==> src/rtl/sprite_blitter.sv <==
// Sprite blitter: buffered draw/fill commands, streams sprite ROM pixels to the
// framebuffer plot port with transparency keying and screen-edge clipping.
module sprite_blitter #(
    parameter int unsigned SPR_W_LOG2 = 3,
    parameter int unsigned SPR_H_LOG2 = 3,
    parameter int unsigned ID_W       = 3,
    parameter int unsigned X_W        = 8,
    parameter int unsigned Y_W        = 7,
    parameter int unsigned SCREEN_W   = 160,
    parameter int unsigned SCREEN_H   = 120,
    parameter int unsigned COLOR_W    = 12,
    parameter logic [COLOR_W-1:0] TRANSP_KEY = 12'hF0F
) (
    input  logic                                    clk,
    input  logic                                    reset,
    input  logic                                    cmd_valid,
    output logic                                    cmd_ready,
    input  logic [X_W-1:0]                          cmd_x,
    input  logic [Y_W-1:0]                          cmd_y,
    input  logic [ID_W-1:0]                         cmd_id,
    input  logic                                    cmd_fill,
    input  logic [COLOR_W-1:0]                      cmd_colour,
    output logic [ID_W+SPR_H_LOG2+SPR_W_LOG2-1:0]   rom_addr,
    input  logic [COLOR_W-1:0]                      rom_data,
    output logic                                    plot,
    output logic [X_W-1:0]                          x,
    output logic [Y_W-1:0]                          y,
    output logic [COLOR_W-1:0]                      colour,
    output logic                                    busy,
    output logic                                    done
);
    localparam int unsigned P_W = SPR_W_LOG2 + SPR_H_LOG2;

    typedef enum logic [1:0] {StIdle, StRun, StDrain} state_e;

    state_e state_q, state_d;

    logic               buf_full_q;
    logic [X_W-1:0]     buf_x_q;
    logic [Y_W-1:0]     buf_y_q;
    logic [ID_W-1:0]    buf_id_q;
    logic               buf_fill_q;
    logic [COLOR_W-1:0] buf_col_q;

    logic [X_W-1:0]     ax_q;
    logic [Y_W-1:0]     ay_q;
    logic [ID_W-1:0]    id_q;
    logic               fill_q;
    logic [COLOR_W-1:0] col_q;
    logic [P_W-1:0]     p_q, p_d;

    logic               vld_q, last_q, clip_q, pfill_q;
    logic [X_W-1:0]     x_q;
    logic [Y_W-1:0]     y_q;
    logic [COLOR_W-1:0] pcol_q;

    logic                  accept, load;
    logic [SPR_W_LOG2-1:0] px;
    logic [SPR_H_LOG2-1:0] py;
    logic [X_W:0]          sum_x;
    logic [Y_W:0]          sum_y;
    logic                  clip;

    assign accept = cmd_valid & ~buf_full_q;
    assign px     = p_q[SPR_W_LOG2-1:0];
    assign py     = p_q[P_W-1:SPR_W_LOG2];
    // One extra bit so an anchor near the top of the range clips instead of wrapping.
    assign sum_x  = {1'b0, ax_q} + (X_W+1)'(px);
    assign sum_y  = {1'b0, ay_q} + (Y_W+1)'(py);
    assign clip   = (sum_x >= (X_W+1)'(SCREEN_W)) | (sum_y >= (Y_W+1)'(SCREEN_H));

    always_comb begin
        state_d = state_q;
        load    = 1'b0;
        p_d     = p_q + 1'b1;
        unique case (state_q)
            StIdle: begin
                if (buf_full_q) begin
                    load    = 1'b1;
                    state_d = StRun;
                end
            end
            StRun: begin
                if (p_q == '1) begin
                    if (buf_full_q) load = 1'b1;
                    else            state_d = StDrain;
                end
            end
            StDrain: state_d = StIdle;
            default: state_d = StIdle;
        endcase
        if (load) p_d = '0;
    end

    always_ff @(posedge clk) begin
        if (reset) begin
            state_q    <= StIdle;
            p_q        <= '0;
            buf_full_q <= 1'b0;
            buf_x_q    <= '0;
            buf_y_q    <= '0;
            buf_id_q   <= '0;
            buf_fill_q <= 1'b0;
            buf_col_q  <= '0;
            ax_q       <= '0;
            ay_q       <= '0;
            id_q       <= '0;
            fill_q     <= 1'b0;
            col_q      <= '0;
            vld_q      <= 1'b0;
            last_q     <= 1'b0;
            clip_q     <= 1'b0;
            pfill_q    <= 1'b0;
            x_q        <= '0;
            y_q        <= '0;
            pcol_q     <= '0;
        end else begin
            state_q <= state_d;
            p_q     <= p_d;
            if (accept) begin
                buf_full_q <= 1'b1;
                buf_x_q    <= cmd_x;
                buf_y_q    <= cmd_y;
                buf_id_q   <= cmd_id;
                buf_fill_q <= cmd_fill;
                buf_col_q  <= cmd_colour;
            end else if (load) begin
                buf_full_q <= 1'b0;
            end
            if (load) begin
                ax_q   <= buf_x_q;
                ay_q   <= buf_y_q;
                id_q   <= buf_id_q;
                fill_q <= buf_fill_q;
                col_q  <= buf_col_q;
            end
            vld_q  <= (state_q == StRun);
            last_q <= (p_q == '1);
            if (state_q == StRun) begin
                x_q     <= sum_x[X_W-1:0];
                y_q     <= sum_y[Y_W-1:0];
                clip_q  <= clip;
                pfill_q <= fill_q;
                pcol_q  <= col_q;
            end
        end
    end

    assign cmd_ready = ~buf_full_q;
    assign rom_addr  = (state_q == StRun) ? {id_q, p_q} : '0;
    // rom_data lines up with the registered pixel stage, so keying is done here.
    assign plot      = vld_q & ~clip_q & (pfill_q | (rom_data != TRANSP_KEY));
    assign colour    = vld_q ? (pfill_q ? pcol_q : rom_data) : '0;
    assign x         = x_q;
    assign y         = y_q;
    assign done      = vld_q & last_q;
    assign busy      = (state_q != StIdle) | vld_q;

endmodule

==> config.mk <==
export PLATFORM = sky130hd
export DESIGN_NAME = sprite_blitter
export DESIGN_NICKNAME = d
export VERILOG_FILES = /design/src/rtl/sprite_blitter.sv
export SDC_FILE = /design/constraint.sdc
export NUM_CORES = 1
export LEC_CHECK = 0
export CAP_MARGIN = 30
export CORE_MARGIN = 3
export CORE_UTILIZATION = 40
export CTS_CLUSTER_SIZE = 8
export DETAILED_ROUTE_END_ITERATION = 16
export DONT_BUFFER_PORTS = 1
export PLACE_DENSITY = 0.5
export SYNTH_ARGS = -nofsm -noshare
export SYNTH_HDL_FRONTEND = slang
export SYNTH_SLANG_ARGS = --single-unit
export TNS_END_PERCENT = 50
==> constraint.sdc <==
create_clock -name clk -period 3.05 [get_ports clk]
set_input_delay 0.915 -clock clk [delete_from_list [all_inputs] [get_ports clk]]
set_output_delay 0.915 -clock clk [all_outputs]
set_load 0.1 [all_outputs]
## Word level (Yosys, flattened, before mapping)

Cells that the tools add are included.

- Bits in registers: 102
- Bits of input ports: 46
- Output and inout port bits: 40
- Word-level logic and storage cells: 57

- $add $sub $neg: 3
- Magnitude comparators: 2
- Equality and inequality tests: 6
- Mux-type cells: 12
- Bitwise logic cells: 9
- Reduce and logical (&&, ||, !) cells: 5

Operators by type and width:

| kind | count |
|---|---|
| two-way mux 12 bit | 2 |
| inequality test 12 bit (second input constant) | 1 |
| adder 8 x 3 -> 9 bit | 1 |
| >= comparator 9 x 8 -> 1 bit (second input constant) | 1 |
| two-way mux 9 bit | 1 |
| adder 7 x 3 -> 8 bit | 1 |
| >= comparator 8 x 7 -> 1 bit (second input constant) | 1 |
| adder 6 x 1 -> 6 bit (second input constant) | 1 |
| == test 6 bit (second input constant) | 1 |
| two-way mux 2 bit | 3 |
| inequality test 2 bit (second input constant) | 3 |
| AND 1 bit | 4 |
| two-way mux 1 bit | 4 |
| case mux 2 bit (2 select lines) | 1 |
| nonzero test 2 bit | 2 |
| bitwise OR 1 bit | 3 |
| AND reduction 3 bit | 1 |
| == test 2 x 1 -> 1 bit (second input constant) | 1 |
| logical NOT 2 bit | 1 |
| NOT 1 bit | 2 |
| case mux 1 bit (2 select lines) | 1 |
| OR reduction 2 bit | 1 |

## Longest topological paths before layout

- Depth in word-level cells: 5
- Mapped depth: 8
- Depth with buffers taken out: 8

## Least setup slack after synthesis

Ideal clock, no wire load.

- Path kind: in2out
- Start point: in rom_data[8]
- End point: out plot
- Arrival time: 3.516 ns
- Path slack: -1.381 ns
- Stages: 2
- Buffers on the path: 0
- Cell sequence: nor4b_1 a311oi_1

- Longest elaborated chain between the ends: 3

RTL lines:

| element | RTL line | text |
|---|---|---|
| from (decl) | 24 | `input logic [COLOR_W-1:0] rom_data,` |
| inequality test 12 bit | 152 | `assign plot = vld_q & ~clip_q & (pfill_q \| (rom_data != TRANSP_KEY));` |
| bitwise OR 1 bit | 152 |  |
| AND 1 bit | 152 |  |
| to (decl) | 25 | `output logic plot,` |

Every way passes these cells.

## Worst setup path in the final report

- Start point: reg state_q[0]
- End point: out rom_addr[7]

- Longest elaborated chain between the ends: 2

RTL lines:

| element | RTL line | text |
|---|---|---|
| from (decl) | 36 | `state_e state_q, state_d;` |
| from (signal assigned) | 97 | `state_q <= StIdle;` |
| from (signal assigned) | 118 | `state_q <= state_d;` |
| == test 2 x 1 -> 1 bit | 150 | `assign rom_addr = (state_q == StRun) ? {id_q, p_q} : '0;` |
| two-way mux 9 bit | 150 |  |
| to (decl) | 23 | `output logic [ID_W+SPR_H_LOG2+SPR_W_LOG2-1:0] rom_addr,` |

Every way passes these cells.

==> metrics.md <==
| Metric | Value |
|---|---|
| Outcome | completed |
| Port Buf Inserts | 0 |
| Yosys synthesis warning count | 0 |
| Register area share after synthesis | 49.1% |
| Placed wire-length estimate | 6.72 mm |
| Site row count | 36 |
| Clock latency on the worst-skew pair | 0.36 ns |
| Cell at the root of the clock tree | clkbuf_8 |
| Syn Nets | 581 |
| Number of nets in the finished design | 603 |
| Number of cells produced by synthesis | 526 |
| Final-report setup violation count | 0 |
| Area Growth Syn to Fin | 14.8% |
| Initial Util | 41.8% |
| Routed WL per cell | 13.9 um |
| Cell-internal power | 1.79 mW |
| Gr ovfl total | 0 |
| Leading post-synthesis cells by cell area | dfxtp_1, nand2_1, a21oi_1 |
| Layout cell share with drive strength beyond 1 | 14.5% |
| Synthesized area | 4160 um2 |
| Critical Path Source Type | register |
| Timing-limited maximum frequency | 0.367 GHz |
| Switching share of total power | 31.1% |
| Final cell area excluding filler cells | 4780 um2 |
| #FFs+latches synth | 102 |
| Largest fanout on the critical path | 22 |
| Count of flip-flops with a built-in enable after synthesis | 0 |
| Register area | 2040 um2 |
| Share of the synthesized area in the top cell type | 49.1% |
| Number of library cell types mapped by synthesis | 36 |
| Post-CTS resize count | 0 |
| Slew at the pin closest to its max-slew limit | 0.978 ns |
| Startpoint of the worst setup timing path | state_q[0] |
| Final estimated routing congestion in global placement | 0.773 |
| Inserted Clock Buffers | 9 |
| Die span in x | 108 um |
| CTS clock-pin slew for the worst setup and hold paths | 0.10 ns |
| Post-CTS setup buffer count | 0 |
| Critical register-to-register path endpoint | clip_q |
| Number of hold-slack violations in the final timing report | 0 |
| Minimum period implied by the final worst setup slack | 2.72 ns |
| Count of vias placed by the detailed router | 3344 |
| Switching power of the nets | 0.806 mW |
| Quantity of hold-fixing buffers added after cts | 0 |
| Most common cell after layout, fill and taps aside | nand2_1 |
| Worst setup path endpoint | rom_addr[7] |
| Total chip power | 2.59 mW |
| Filler cell count in the final layout | 1039 |
| Area after detailed placement | 4600 um2 |
| Sequential share of power | 55.0% |
| Vias per cell | 4.87 |
| Worst hold-check slack | 0.453 ns |
| Tightest Hold Check Type | reg2reg |
| Util after Layout | 48.0% |
| Full die area | 11700 um2 |
| Average footprint of a synthesized cell | 7.91 um2 |
| Total GRT Usage | 16.9% |
| CTS HTree Levels | 3 |
| Area of the multi-input gates | 2010 um2 |
| Kind of capture point of the worst setup path | output port |
| Maximum number of pins on one net before global-route repair | 97 |
| Combinational power share | 14.7% |
| Cell count of the worst reg-to-reg path | 8 |
| Number of iterations in the first detailed-routing pass | 4 |
| CTS tree | done |
| Register-to-Register Setup Slack | 0.81 ns |
| RSZ-0062 raised after global routing | false |
| Final setup skew | 0.00926 ns |
| Ant. Diodes | 0 |
| Final routed DRC violation total | 0 |
| Maximum ir drop on the vdd rail | 259 uV |
| Endpoint arrival time on the critical path | 1.81 ns |
| Die span in y | 108 um |
| Core box area | 9950 um2 |
| Vias in the first global route | 3045 |
| Number of DRC violations after detailed-routing iteration 0 | 167 |
| Global-route wire length before repair | 15.6 mm |
| Required time at the endpoint of the critical path | 2.13 ns |
| Routed Wire Length | 9.53 mm |
| Worst setup path class | reg2out |
| Max-slew headroom | 34.7% |
| Post-route antenna net violation count | 0 |
| Clock power share | 30.3% |
| Total I/O pin count | 86 |
| Power density over cell area | 543 nW/um2 |
| Fraction of registers with async set/reset | 0% |
| Sink Count | 102 |
| Library cell with the largest summed area after synthesis | dfxtp_1 |
| Number of violations of the max-capacitance limit | 0 |
| Maximum clock path buffer count | 2 |
| Period utilisation layout | 89.2% |
| Commonest cells after routing, fill and taps aside | nand2_1, dfxtp_1, a21oi_1, buf_4, nor2_1 |
| Max Transition Viols Final | 0 |
| Antenna violations before repair | 0 |
| Leakage | 1.74 nW |
| RR Startpoint | p_q[3] |
| Top FF cell, synth | dfxtp_1 |
[per-stage QoR]
stage | setup WS, ns | cells | TNS, ns
floorplan | -0.310 | 526 | -0.914
global route | 0.210 | 686 | 0
global placement | 0.339 | 670 | 0
finish | 0.329 | 686 | 0
CTS | 0.317 | 686 | 0
detailed placement | 0.321 | 670 | 0
[power by group through the flow]
stage | clock [mW] | combinational [mW] | sequential (mW)
2_1_floorplan | 0 | 0.244 | 1.53
3_3_place_gp | 0 | 0.384 | 1.46
3_5_place_dp | 0 | 0.387 | 1.46
4_1_cts | 0.808 | 0.387 | 1.43
5_1_grt | 0.866 | 0.416 | 1.43
6_report | 0.786 | 0.381 | 1.43
[per-layer routing]
metal  track usage (%)  up-vias  share of wire [%]
met3              3.28       10                6.3
met1              27.6     1477                 55
met4              5.68        0                1.3
li1                  -     1774                  -
met5                 0        -                  0
met2              21.7       83                 37
[worst min path at each step]
stage          startpoint    endpoint  slack [ns]  cells past startpoint
2_1_floorplan     id_q[0]     id_q[0]        0.43                      2
3_3_place_gp      id_q[1]     id_q[1]        0.43                      2
3_5_place_dp      id_q[2]     id_q[2]        0.44                      2
4_1_cts           id_q[2]     id_q[2]        0.45                      2
5_1_grt           id_q[2]     id_q[2]        0.47                      2
6_report       buf_y_q[4]  buf_y_q[4]        0.45                      2
[synth_stat cells (all sizes together), types with 4 or more instances]
cell type and count:
a211oi 8, a21oi 86, and2 8, buf 6
clkbuf 29, dfxtp 102, ha 7, inv 11
mux2i 11, nand2 165, nand3 4, nor2 38
nor2b 5, o21ai 5, xnor2 6, xor2 7
[critical path, stage by stage, from the launching register on]
cell,delay [ns]
dfxtp_1,0.43
nor2b_4,0.50
and2_1,0.22
buf_4,0.29
[registers in the layout, indices dropped and copies added (netlist names)]
name,flops
buf_col_q,12
col_q,12
y,7
x,8
id_q,3
buf_y_q,7
buf_x_q,8
buf_id_q,3
pcol_q,12
buf_full_q,1
buf_fill_q,1
pfill_q,1
ay_q,7
vld_q,1
fill_q,1
last_q,1
clip_q,1
ax_q,8
state_q,2
p_q,6
[area by class of cell]
class / count / share of cell area, %
timing repair buffer: 46 / 7.23
inverter: 11 / 0.865
sequential: 102 / 42.8
tap: 133 / 3.48
clock buffer: 11 / 2.75
multi-input combinational: 378 / 42.0
clock inverter: 5 / 0.891
[kinds of logic (layout without fill, tap and decap cells)]
family	Yosys count	in the layout	synth area share [%]
simple gates	232	232	22.9
compound gates	113	113	15.2
flops	102	102	49.1
buf+inv	46	73	4.30
xor+xnor	13	13	2.74
mux	11	11	2.65
fa+ha+maj	9	9	3.07
(Power assumes the default switching activity.)
